`src/rtl/luma_frame_stats.sv`:
```
// luma_frame_stats
//   Computes BT.601-style luma from an RGB565 stream, then gathers per-frame
//   statistics (sum, pixel count, min, max, mean) and passes the video through
//   with a fixed two-cycle delay. The mean is produced by a sequential
//   restoring divider once the frame closes.
//
// Ports
//   img_720_clk_i : pixel clock, the only clock
//   rst           : synchronous active-high reset
//   vin_vs/hs/de  : input syncs and data enable
//   vin_data      : RGB565 pixel {R[15:11], G[10:5], B[4:0]}
//   vout_*        : inputs delayed by exactly two cycles, unmodified
//   stat_valid    : one-cycle pulse, stat_* updated in this cycle
//   stat_sum/cnt  : luma sum and pixel count of the last complete frame
//   stat_min/max  : luma extremes of that frame
//   stat_mean     : floor(stat_sum / stat_cnt)
//   busy          : divider iterating

module luma_frame_stats #(
    parameter logic        VS_POL = 1'b1,
    parameter int unsigned CNT_W  = 21,
    parameter int unsigned SUM_W  = 29
) (
    input  logic             img_720_clk_i,
    input  logic             rst,
    input  logic             vin_vs,
    input  logic             vin_hs,
    input  logic             vin_de,
    input  logic [15:0]      vin_data,
    output logic             vout_vs,
    output logic             vout_hs,
    output logic             vout_de,
    output logic [15:0]      vout_data,
    output logic             stat_valid,
    output logic [SUM_W-1:0] stat_sum,
    output logic [CNT_W-1:0] stat_cnt,
    output logic [7:0]       stat_min,
    output logic [7:0]       stat_max,
    output logic [7:0]       stat_mean,
    output logic             busy
);

    localparam int unsigned IW = $clog2(SUM_W);
    localparam logic [IW-1:0] ITER_LAST = IW'(SUM_W - 1);

    typedef enum logic [1:0] {
        S_IDLE,
        S_DIV,
        S_DONE
    } state_t;

    // ------------------------------------------------------------------
    // Luma pipeline and video delay line
    // ------------------------------------------------------------------
    logic [7:0]  r8, g8, b8;
    logic [15:0] p_d;

    logic        vs_d1_q, hs_d1_q, de_d1_q;
    logic [15:0] data_d1_q;
    logic [15:0] p_q;
    logic        vs_d2_q, hs_d2_q, de_d2_q;
    logic [15:0] data_d2_q;
    logic [7:0]  y_q;

    always_comb begin
        r8  = {vin_data[15:11], vin_data[15:13]};
        g8  = {vin_data[10:5],  vin_data[10:9]};
        b8  = {vin_data[4:0],   vin_data[4:2]};
        // Coefficients sum to 256, so the weighted sum never exceeds 16 bits.
        p_d = 16'd77 * {8'd0, r8} + 16'd150 * {8'd0, g8} + 16'd29 * {8'd0, b8};
    end

    always_ff @(posedge img_720_clk_i) begin
        if (rst) begin
            vs_d1_q   <= 1'b0;
            hs_d1_q   <= 1'b0;
            de_d1_q   <= 1'b0;
            data_d1_q <= '0;
            p_q       <= '0;
            vs_d2_q   <= 1'b0;
            hs_d2_q   <= 1'b0;
            de_d2_q   <= 1'b0;
            data_d2_q <= '0;
            y_q       <= '0;
        end else begin
            vs_d1_q   <= vin_vs;
            hs_d1_q   <= vin_hs;
            de_d1_q   <= vin_de;
            data_d1_q <= vin_data;
            p_q       <= p_d;
            vs_d2_q   <= vs_d1_q;
            hs_d2_q   <= hs_d1_q;
            de_d2_q   <= de_d1_q;
            data_d2_q <= data_d1_q;
            y_q       <= 8'(p_q >> 8);
        end
    end

    assign vout_vs   = vs_d2_q;
    assign vout_hs   = hs_d2_q;
    assign vout_de   = de_d2_q;
    assign vout_data = data_d2_q;

    // Frame end: the registered vsync has just entered its active level.
    logic frame_end;
    assign frame_end = (vs_d1_q == VS_POL) && (vs_d2_q != VS_POL);

    // ------------------------------------------------------------------
    // Running accumulators
    // ------------------------------------------------------------------
    logic [SUM_W-1:0] run_sum_q, run_sum_d, base_sum;
    logic [CNT_W-1:0] run_cnt_q, run_cnt_d, base_cnt;
    logic [7:0]       run_min_q, run_min_d, base_min;
    logic [7:0]       run_max_q, run_max_d, base_max;
    logic [SUM_W:0]   sum_ext;
    logic             armed_q;

    // On a frame end the accumulators restart, and a pixel arriving in that
    // same cycle is the first pixel of the new frame.
    always_comb begin
        base_sum  = frame_end ? '0    : run_sum_q;
        base_cnt  = frame_end ? '0    : run_cnt_q;
        base_min  = frame_end ? 8'hFF : run_min_q;
        base_max  = frame_end ? 8'h00 : run_max_q;
        sum_ext   = {1'b0, base_sum} + {{(SUM_W - 7){1'b0}}, y_q};
        run_sum_d = base_sum;
        run_cnt_d = base_cnt;
        run_min_d = base_min;
        run_max_d = base_max;
        if (de_d2_q) begin
            run_sum_d = sum_ext[SUM_W] ? '1 : sum_ext[SUM_W-1:0];
            run_cnt_d = (base_cnt == '1) ? base_cnt : base_cnt + CNT_W'(1);
            run_min_d = (y_q < base_min) ? y_q : base_min;
            run_max_d = (y_q > base_max) ? y_q : base_max;
        end
    end

    always_ff @(posedge img_720_clk_i) begin
        if (rst) begin
            run_sum_q <= '0;
            run_cnt_q <= '0;
            run_min_q <= 8'hFF;
            run_max_q <= '0;
            armed_q   <= 1'b0;
        end else begin
            run_sum_q <= run_sum_d;
            run_cnt_q <= run_cnt_d;
            run_min_q <= run_min_d;
            run_max_q <= run_max_d;
            if (frame_end) begin
                armed_q <= 1'b1;
            end
        end
    end

    // ------------------------------------------------------------------
    // Snapshot and restoring divider
    // ------------------------------------------------------------------
    state_t           state_q;
    logic [SUM_W-1:0] snap_sum_q;
    logic [CNT_W-1:0] snap_cnt_q;
    logic [7:0]       snap_min_q, snap_max_q;
    logic [SUM_W-1:0] quo_q;
    logic [CNT_W-1:0] rem_q;
    logic [IW-1:0]    iter_q;
    logic             busy_q;
    logic             stat_valid_q;
    logic [SUM_W-1:0] stat_sum_q;
    logic [CNT_W-1:0] stat_cnt_q;
    logic [7:0]       stat_min_q, stat_max_q, stat_mean_q;

    logic             start;
    logic [CNT_W:0]   rem_shift;
    logic             div_ge;
    logic [CNT_W-1:0] rem_sub;

    // A frame end while the divider is occupied drops that frame's snapshot.
    assign start = frame_end && armed_q && (state_q == S_IDLE);

    // quo_q starts as the dividend and shifts quotient bits in from the LSB.
    assign rem_shift = {rem_q, quo_q[SUM_W-1]};
    assign div_ge    = rem_shift >= {1'b0, snap_cnt_q};
    assign rem_sub   = CNT_W'(rem_shift - {1'b0, snap_cnt_q});

    always_ff @(posedge img_720_clk_i) begin
        if (rst) begin
            state_q      <= S_IDLE;
            snap_sum_q   <= '0;
            snap_cnt_q   <= '0;
            snap_min_q   <= '0;
            snap_max_q   <= '0;
            quo_q        <= '0;
            rem_q        <= '0;
            iter_q       <= '0;
            busy_q       <= 1'b0;
            stat_valid_q <= 1'b0;
            stat_sum_q   <= '0;
            stat_cnt_q   <= '0;
            stat_min_q   <= '0;
            stat_max_q   <= '0;
            stat_mean_q  <= '0;
        end else begin
            stat_valid_q <= 1'b0;
            case (state_q)
                S_IDLE: begin
                    if (start) begin
                        snap_sum_q <= run_sum_q;
                        snap_cnt_q <= run_cnt_q;
                        snap_min_q <= run_min_q;
                        snap_max_q <= run_max_q;
                        quo_q      <= run_sum_q;
                        rem_q      <= '0;
                        iter_q     <= '0;
                        if (run_cnt_q == '0) begin
                            state_q <= S_DONE;
                        end else begin
                            state_q <= S_DIV;
                            busy_q  <= 1'b1;
                        end
                    end
                end
                S_DIV: begin
                    rem_q  <= div_ge ? rem_sub : rem_shift[CNT_W-1:0];
                    quo_q  <= {quo_q[SUM_W-2:0], div_ge};
                    iter_q <= iter_q + IW'(1);
                    if (iter_q == ITER_LAST) begin
                        state_q <= S_DONE;
                        busy_q  <= 1'b0;
                    end
                end
                S_DONE: begin
                    stat_valid_q <= 1'b1;
                    if (snap_cnt_q == '0) begin
                        stat_sum_q  <= '0;
                        stat_cnt_q  <= '0;
                        stat_min_q  <= '0;
                        stat_max_q  <= '0;
                        stat_mean_q <= '0;
                    end else begin
                        stat_sum_q  <= snap_sum_q;
                        stat_cnt_q  <= snap_cnt_q;
                        stat_min_q  <= snap_min_q;
                        stat_max_q  <= snap_max_q;
                        stat_mean_q <= (|quo_q[SUM_W-1:8]) ? 8'hFF : quo_q[7:0];
                    end
                    state_q <= S_IDLE;
                end
                default: begin
                    state_q <= S_IDLE;
                    busy_q  <= 1'b0;
                end
            endcase
        end
    end

    assign stat_valid = stat_valid_q;
    assign stat_sum   = stat_sum_q;
    assign stat_cnt   = stat_cnt_q;
    assign stat_min   = stat_min_q;
    assign stat_max   = stat_max_q;
    assign stat_mean  = stat_mean_q;
    assign busy       = busy_q;

endmodule
```
`config.mk`:
```
export PLATFORM = sky130hd
export DESIGN_NAME = luma_frame_stats
export DESIGN_NICKNAME = d
export VERILOG_FILES = /design/src/rtl/luma_frame_stats.sv
export SDC_FILE = /design/constraint.sdc
export NUM_CORES = 1
export LEC_CHECK = 0
export BUFFER_PORTS_ARGS = -buffer_cell sky130_fd_sc_hd__buf_2
export CAP_MARGIN = 20
export CORE_AREA = 10 10 171 173
export CTS_CLUSTER_DIAMETER = 80
export CTS_CLUSTER_SIZE = 40
export DETAILED_ROUTE_END_ITERATION = 12
export DIE_AREA = 0 0 181 183
export PLACE_DENSITY = 0.84
export SLEW_MARGIN = 20
export SYNTH_ARGS = -nofsm -noshare
export SYNTH_HDL_FRONTEND = slang
export SYNTH_SLANG_ARGS = --single-unit
```
`constraint.sdc`:
```
create_clock -name img_720_clk_i -period 13.4 [get_ports img_720_clk_i]
set_input_delay 1.34 -clock img_720_clk_i [delete_from_list [all_inputs] [get_ports img_720_clk_i]]
set_output_delay 1.34 -clock img_720_clk_i [all_outputs]
set_load 0.01 [all_outputs]
```
==> impl_metrics.tcl, run 1 <==
set metrics [dict create \
    io_buffers 115 \
    clk_pin_slew_ns 0.13 \
    wl_per_cell_um 16.1 \
    worst-r2r-setup-slack_ns 9.73 \
    sw_frac_of_total_pct 35.8 \
    finalNonFillerCells 2294 \
    worstSetupPathType "in2reg" \
    fin_crit_ns 7.24 \
    track_usage_pct 21.8 \
    initial_core_util_pct 64.0 \
    antenna_found_initial 0 \
    start_kind "input port" \
    synth_nets 2111 \
    drt_wl_total_mm 37.0 \
    postSynthCellCount 1904 \
    setup_viol 0 \
    whs_ns 0.430 \
    route.detailed.drc 0 \
    synth.area.top_cells "dfxtp_1, ha_1, nand2_1" \
    grt-ovfl-total 0 \
    vdd_drop_max_uv 217 \
    powerDensity_mw_per_mm2 148 \
    cts_resized 0 \
    power.internal_uw 1690 \
    cts_tree "done" \
    min_path_type "reg2reg" \
    tightest_slew_ns 1.05 \
    synth_area_leader_cell "dfxtp_1" \
    cts_hold_buf 0 \
    ys_seq_area_share_pct 38.8 \
    post_cts.repair.setup_buffers 0 \
    pwr-share-comb_pct 40.6 \
    synth.avg_cell_area_um2 8.66 \
    clock_tree.root_cell "clkbuf_16" \
    firstDrtPassIters 5 \
    finalCritPeriodShare_pct 54.0 \
    vias_per_cell 5.78 \
    final-hold-violation-count 0 \
    yosys_most_used_dff "dfxtp_1" \
    drt_iter0_markers 955 \
    clkPwrFrac_pct 21.1 \
    die_h_um 183 \
    numCtsBuffers 14 \
    die_area_mm2 0.0331 \
    fp.dieW_um 181 \
    cp-end-kind "flip-flop" \
    ios 116 \
    core_mm2 0.0258 \
    row_count 59 \
    relSlewSlack_pct 29.8 \
    grt_max_degree 131 \
    fmaxAchievable_mhz 138 \
    hpwlAfterDp_mm 27.2 \
    crit_fanout 8 \
    synth_edf_count 0 \
    synth.distinct_cells 81 \
    grt_pass1_wl_mm 62.3 \
    maxSlewViolCount 0 \
    synth_top_area_share_pct 38.8 \
    status "finished clean" \
    p_seq_share_pct 38.4 \
    drive_gt1_share_pct 9.85 \
    cts_sinks 320 \
    clk-insertion-delay-late_ns 0.54 \
    required_ns 13.79 \
    finClkSkew_ns 0.0484 \
    num_antenna_cells 0 \
    synthArstFlopShare_pct 0 \
    grt_pass1_vias 12800 \
    netlist_area_mm2 0.0165 \
    drv_cap 0 \
    tns_ns 0 \
    finalNetCount 2159 \
    gp_congestion 0.943 \
    vias 13300 \
    arrival_ns 7.63 \
    p_total_uw 2630 \
    power.static_leakage_uw 0.00746 \
    placed_cells 2271 \
    cts_buffer_depth 3 \
    power.switching_uw 939 \
    postRouteAntennaNets 0 \
    ys_ff_latch 320 \
    synthToLayoutAreaGrowth_pct 7.42 \
    rsz0062_at_grt "no" \
    h-tree-depth 1 \
    yosysWarnings 0 \
]
## path summary, 6_finish.rpt
check | from | end | depth (start not counted)
min reg2reg | data_d1_q[2] | vout_data[2] | 1
max reg2reg | vout_vs | run_sum_q[20] | 13
min | data_d1_q[2] | vout_data[2] | 1
max | vin_data[9] | p_q[14] | 25
## cell type report
cell class                      instances  area [um2]
Clock buffer                           16         379
Clock inverter                          7         103
Fill cell                            1985        8050
Inverter                              131         492
Multi-Input combinational cell       1362        9270
Sequential cell                       320        6410
Tap cell                              335         419
Timing Repair Buffer                  123         644
## layout by cell type (no fill, tap or decap), drive strengths merged, types with 20 or more instances in the layout
master  count
ha        130
a22oi      60
fa         56
nor2      172
nor2b      50
a31oi      34
xnor2      29
dfxtp     320
nand3      41
and3       20
inv       137
nand2     310
buf       122
mux2i      21
nor3       27
o21ai      64
a21oi     142
xor2       32
## synthesized netlist by cell type, drive strengths merged, types with 32 or more instances
cell type and number:
xor2 32, a31oi 34, a22oi 60, a21oi 142
o21ai 64, inv 131, nand3 41, nor2 172
clkbuf 75, ha 130, dfxtp 320, nor2b 50
nand2 310, fa 56
## metrics by stage
stage | utilization (%) | instance area (um2) | setup WS, ns
finish | 68.8 | 17700 | 6.16
global route | 68.8 | 17700 | 5.86
CTS | 68.7 | 17700 | 6.18
detailed placement | 66.9 | 17200 | 5.61
global placement | 66.9 | 17200 | 5.78
floorplan | - | 16500 | 6.12
## state kept, by name (all words and copies together) (netlist names), 2 cells and up
name and count:
quo_q 29, run_sum_q 29, snap_sum_q 29, stat_sum 29, rem_q 21, run_cnt_q 21
snap_cnt_q 21, stat_cnt 21, data_d1_q 16, vout_data 16, p_q 8, run_max_q 8
run_min_q 8, snap_max_q 8, snap_min_q 8, stat_max 8, stat_mean 8, stat_min 8
y_q 8, iter_q 5, state_q 2
## logic make-up (layout without fill, tap and decap cells)
| kind of cell | after synthesis | count (layout) | share of synthesized area, % |
|---|---|---|---|
| AND/OR/NAND/NOR | 713 | 713 | 19.7 |
| flip-flops | 320 | 320 | 38.8 |
| multiplexers | 22 | 22 | 1.34 |
| XOR/XNOR | 61 | 61 | 3.24 |
| buffers and inverters | 222 | 277 | 5.16 |
| adder cells (fa/ha/maj) | 186 | 186 | 16.7 |
| AO/OA/AOI/OAI | 380 | 380 | 15.0 |
## worst max-delay path, stage by stage
cell,delay (ns)
buf_2,0.16
ha_1,0.29
ha_1,0.28
inv_1,0.06
fa_1,0.51
fa_1,0.51
inv_1,0.04
ha_1,0.35
a21boi_0,0.21
nor2_1,0.09
xnor2_1,0.13
ha_1,0.27
inv_1,0.05
fa_1,0.52
fa_1,0.44
fa_1,0.54
inv_1,0.04
ha_1,0.32
nand2_1,0.09
nor2_1,0.04
a221o_1,0.36
o41a_1,0.39
a21o_1,0.23
a211oi_1,0.26
nor3_1,0.08
## routing by layer
metal / up-vias / track usage [%] / wire length, um
met5: - / 0 / 0
met4: 0 / 7.09 / 996
met3: 67 / 3.25 / 1840
met2: 321 / 38.0 / 18000
met1: 6311 / 27.2 / 16200
li1: 6562 / - / -
## power by group through the flow
| stage | combinational (uW) | sequential (uW) | clock [uW] |
|---|---|---|---|
| floorplan | 863 | 1020 | 0 |
| global placement | 1010 | 1030 | 0 |
| detailed placement | 1060 | 1030 | 0 |
| CTS | 1070 | 1010 | 563 |
| global route | 1250 | 1010 | 590 |
| finish | 1070 | 1010 | 553 |
Power figures use the tool's default switching activity.
==> inputs of run 2 (changes only) <==
Settings changed: ABC_AREA set to 1, CORE_AREA 10 10 171 173 to 10 10 190 192, DIE_AREA 0 0 181 183 to 0 0 200 202, PLACE_DENSITY 0.84 to 0.77.
Clock period 13.4 ns to 6 ns, I/O delays scaled along.
==> run 2 against run 1 <==
Synthesized area is 8.7% higher; flip-flop and latch count stayed put; combinational power grew to 3.8 times the previous value.
==> impl_metrics.tcl, run 2 <==
set metrics [dict create \
    yosys_most_used_dff "dfxtp_1" \
    fmaxAchievable_mhz 176 \
    clk-insertion-delay-late_ns 0.54 \
    tightest_slew_ns 0.994 \
    ys_ff_latch 320 \
    finalNetCount 2774 \
    synthToLayoutAreaGrowth_pct 9.19 \
    postRouteAntennaNets 0 \
    final_cell_mix "nand2_1, inv_1, dfxtp_1, nor2_1, a21oi_1" \
    worstSetupPathType "in2reg" \
    cpPeakStageDelay_ns 0.54 \
    numCtsBuffers 14 \
    wl_per_cell_um 14.5 \
    r2r-start "vout_vs" \
    cts_hold_buf 0 \
    vdd_drop_max_uv 1020 \
    synth.avg_cell_area_um2 7.19 \
    io_buffers 115 \
    grt-ovfl-total 0 \
    final-hold-violation-count 0 \
    yosysWarnings 0 \
    cp-startpoint "vin_data[6]" \
    finClkSkew_ns 0.0347 \
    h-tree-depth 1 \
    cp-endpoint "p_q[14]" \
    arrival_ns 6.12 \
    synthArstFlopShare_pct 0 \
    row_count 66 \
    drive_gt1_share_pct 8.85 \
    ys_seq_area_share_pct 35.7 \
    setup_viol 0 \
    route.detailed.drc 0 \
    nFillCells 2932 \
    grt_max_degree 111 \
    gp_congestion 0.932 \
    synth.distinct_cells 48 \
    ios 116 \
    synth_most_common_cell "nand2_1" \
    postSynthCellCount 2494 \
    required_ns 6.44 \
    finalCritPeriodShare_pct 94.7 \
    crit_buf_inv 8 \
    clock_tree.root_cell "clkbuf_16" \
    fin_crit_ns 5.68 \
    grt_pass1_wl_mm 73.7 \
    synth_area_leader_cell "dfxtp_1" \
    clk_pin_slew_ns 0.13 \
    synth.area.top_cells "dfxtp_1, nand2_1, ha_1" \
    netlist_area_mm2 0.0179 \
    num_antenna_cells 0 \
    cts_buffer_depth 3 \
    cts_sinks 320 \
    path_delay_family "adder cells" \
    power.static_leakage_uw 0.00895 \
    cts_tree "done" \
    powerDensity_mw_per_mm2 390 \
    post_cts.repair.setup_buffers 0 \
    r2r_cells 14 \
    synth_top_area_share_pct 35.7 \
    maxSlewViolCount 0 \
    initial_core_util_pct 55.5 \
    cp_slowest_cell "fa_1" \
    relSlewSlack_pct 33.8 \
    utilization_pct 60.6 \
    drt_wl_total_mm 43.9 \
    dp_slack_ns -0.426 \
    vias_per_cell 5.31 \
    status "finished clean" \
    hpwlAfterDp_mm 32.6 \
    cp_common_cell "inv_1" \
    min_path_type "in2reg" \
    track_usage_pct 21.4 \
    worst_slack_ns 0.320 \
    layout_commonest_cell "nand2_1" \
    synth_edf_count 0 \
    drt_iter0_markers 1247 \
    grt_pass1_vias 15200 \
    die_h_um 202 \
    reg2reg_to "run_sum_q[24]" \
    worst-r2r-setup-slack_ns 2.69 \
    synth_nets 2701 \
    drv_cap 0 \
    vias 16000 \
    antenna_found_initial 0 \
    start_kind "input port" \
    cp-end-kind "flip-flop" \
    synthTopCellsByCount "nand2_1, inv_1, dfxtp_1" \
    fp.dieW_um 200 \
    crit_fanout 4 \
    cp.depth 27 \
    core_mm2 0.0323 \
    firstDrtPassIters 5 \
    die_area_mm2 0.0404 \
    tns_ns 0 \
]
## run 2: repair_timing
action | 4_1_cts | 5_1_grt
hold endpoints to repair | 0 | 0
endpoints found under the setup margin | 0 | 7
gates resized for setup | 0 | 12
## run 2: worst reg2reg max path, stage by stage, from the launching register on
cell and delay (ns):
dfxtp_1 0.41, inv_1 0.07, nand2_2 0.60, nand2_1 0.27
fa_1 0.50, o21ai_0 0.39, nand2_1 0.09, nand2_1 0.13
nand2_1 0.12, nor2_2 0.22, nand2_1 0.11, nand2_1 0.08
nand2_1 0.06, o21ai_1 0.14, inv_1 0.06
## run 2: final cells by class
cell class	count	area, um2	share of cell area, %
sequential	320	6410	32.7
clock inverter	8	148	0.754
inverter	355	1330	6.81
timing repair buffer	154	878	4.49
clock buffer	16	379	1.94
tap	442	553	2.83
multi-input combinational	1722	9880	50.5
## run 2: how the worst min path moves through the flow
stage	startpoint	slack, ns	end	cells past startpoint
final	vin_de	0.27	de_d1_q	3
after global routing	vin_de	0.26	de_d1_q	3
after CTS	vin_de	0.25	de_d1_q	3
after detailed placement	data_d1_q[12]	0.39	vout_data[12]	2
after global placement	data_d1_q[8]	0.39	vout_data[8]	2
after floorplan	data_d1_q[0]	0.39	vout_data[0]	2
## run 2: cell families (layout without fill, tap and decap cells)
logic type,count (synthesis),in the layout,synth area share (%)
AND/OR/NAND/NOR,1110,1110,25.8
buffers and inverters,452,533,9.86
AO/OA/AOI/OAI,394,394,11.7
flip-flops,320,320,35.7
adder cells (fa/ha/maj),186,186,15.3
XOR/XNOR,32,32,1.56
## run 2: through the flow
stage	total power (uW)	std cells	instance area, um2	hold WS [ns]
after global placement	6000	2992	19000	0.390
after detailed placement	6120	2993	19000	0.395
after CTS	7400	3017	19500	0.253
after floorplan	4970	2494	18000	0.388
final	7630	3017	19600	0.272
after global routing	8370	3017	19600	0.260
## run 2: power breakdown
part	switching [uW]	internal, uW
sequential	52.6	2210
combinational	2360	1740
clock	752	512
total	3160	4470
## run 2: routing by layer
layer | vias up | share of wire (%) | track usage (%)
li1 | 8079 | - | -
met1 | 7469 | 47 | 30.2
met2 | 418 | 46 | 35.0
met3 | 43 | 5.8 | 2.09
met4 | 0 | 1.2 | 3.90
met5 | - | 0 | 0
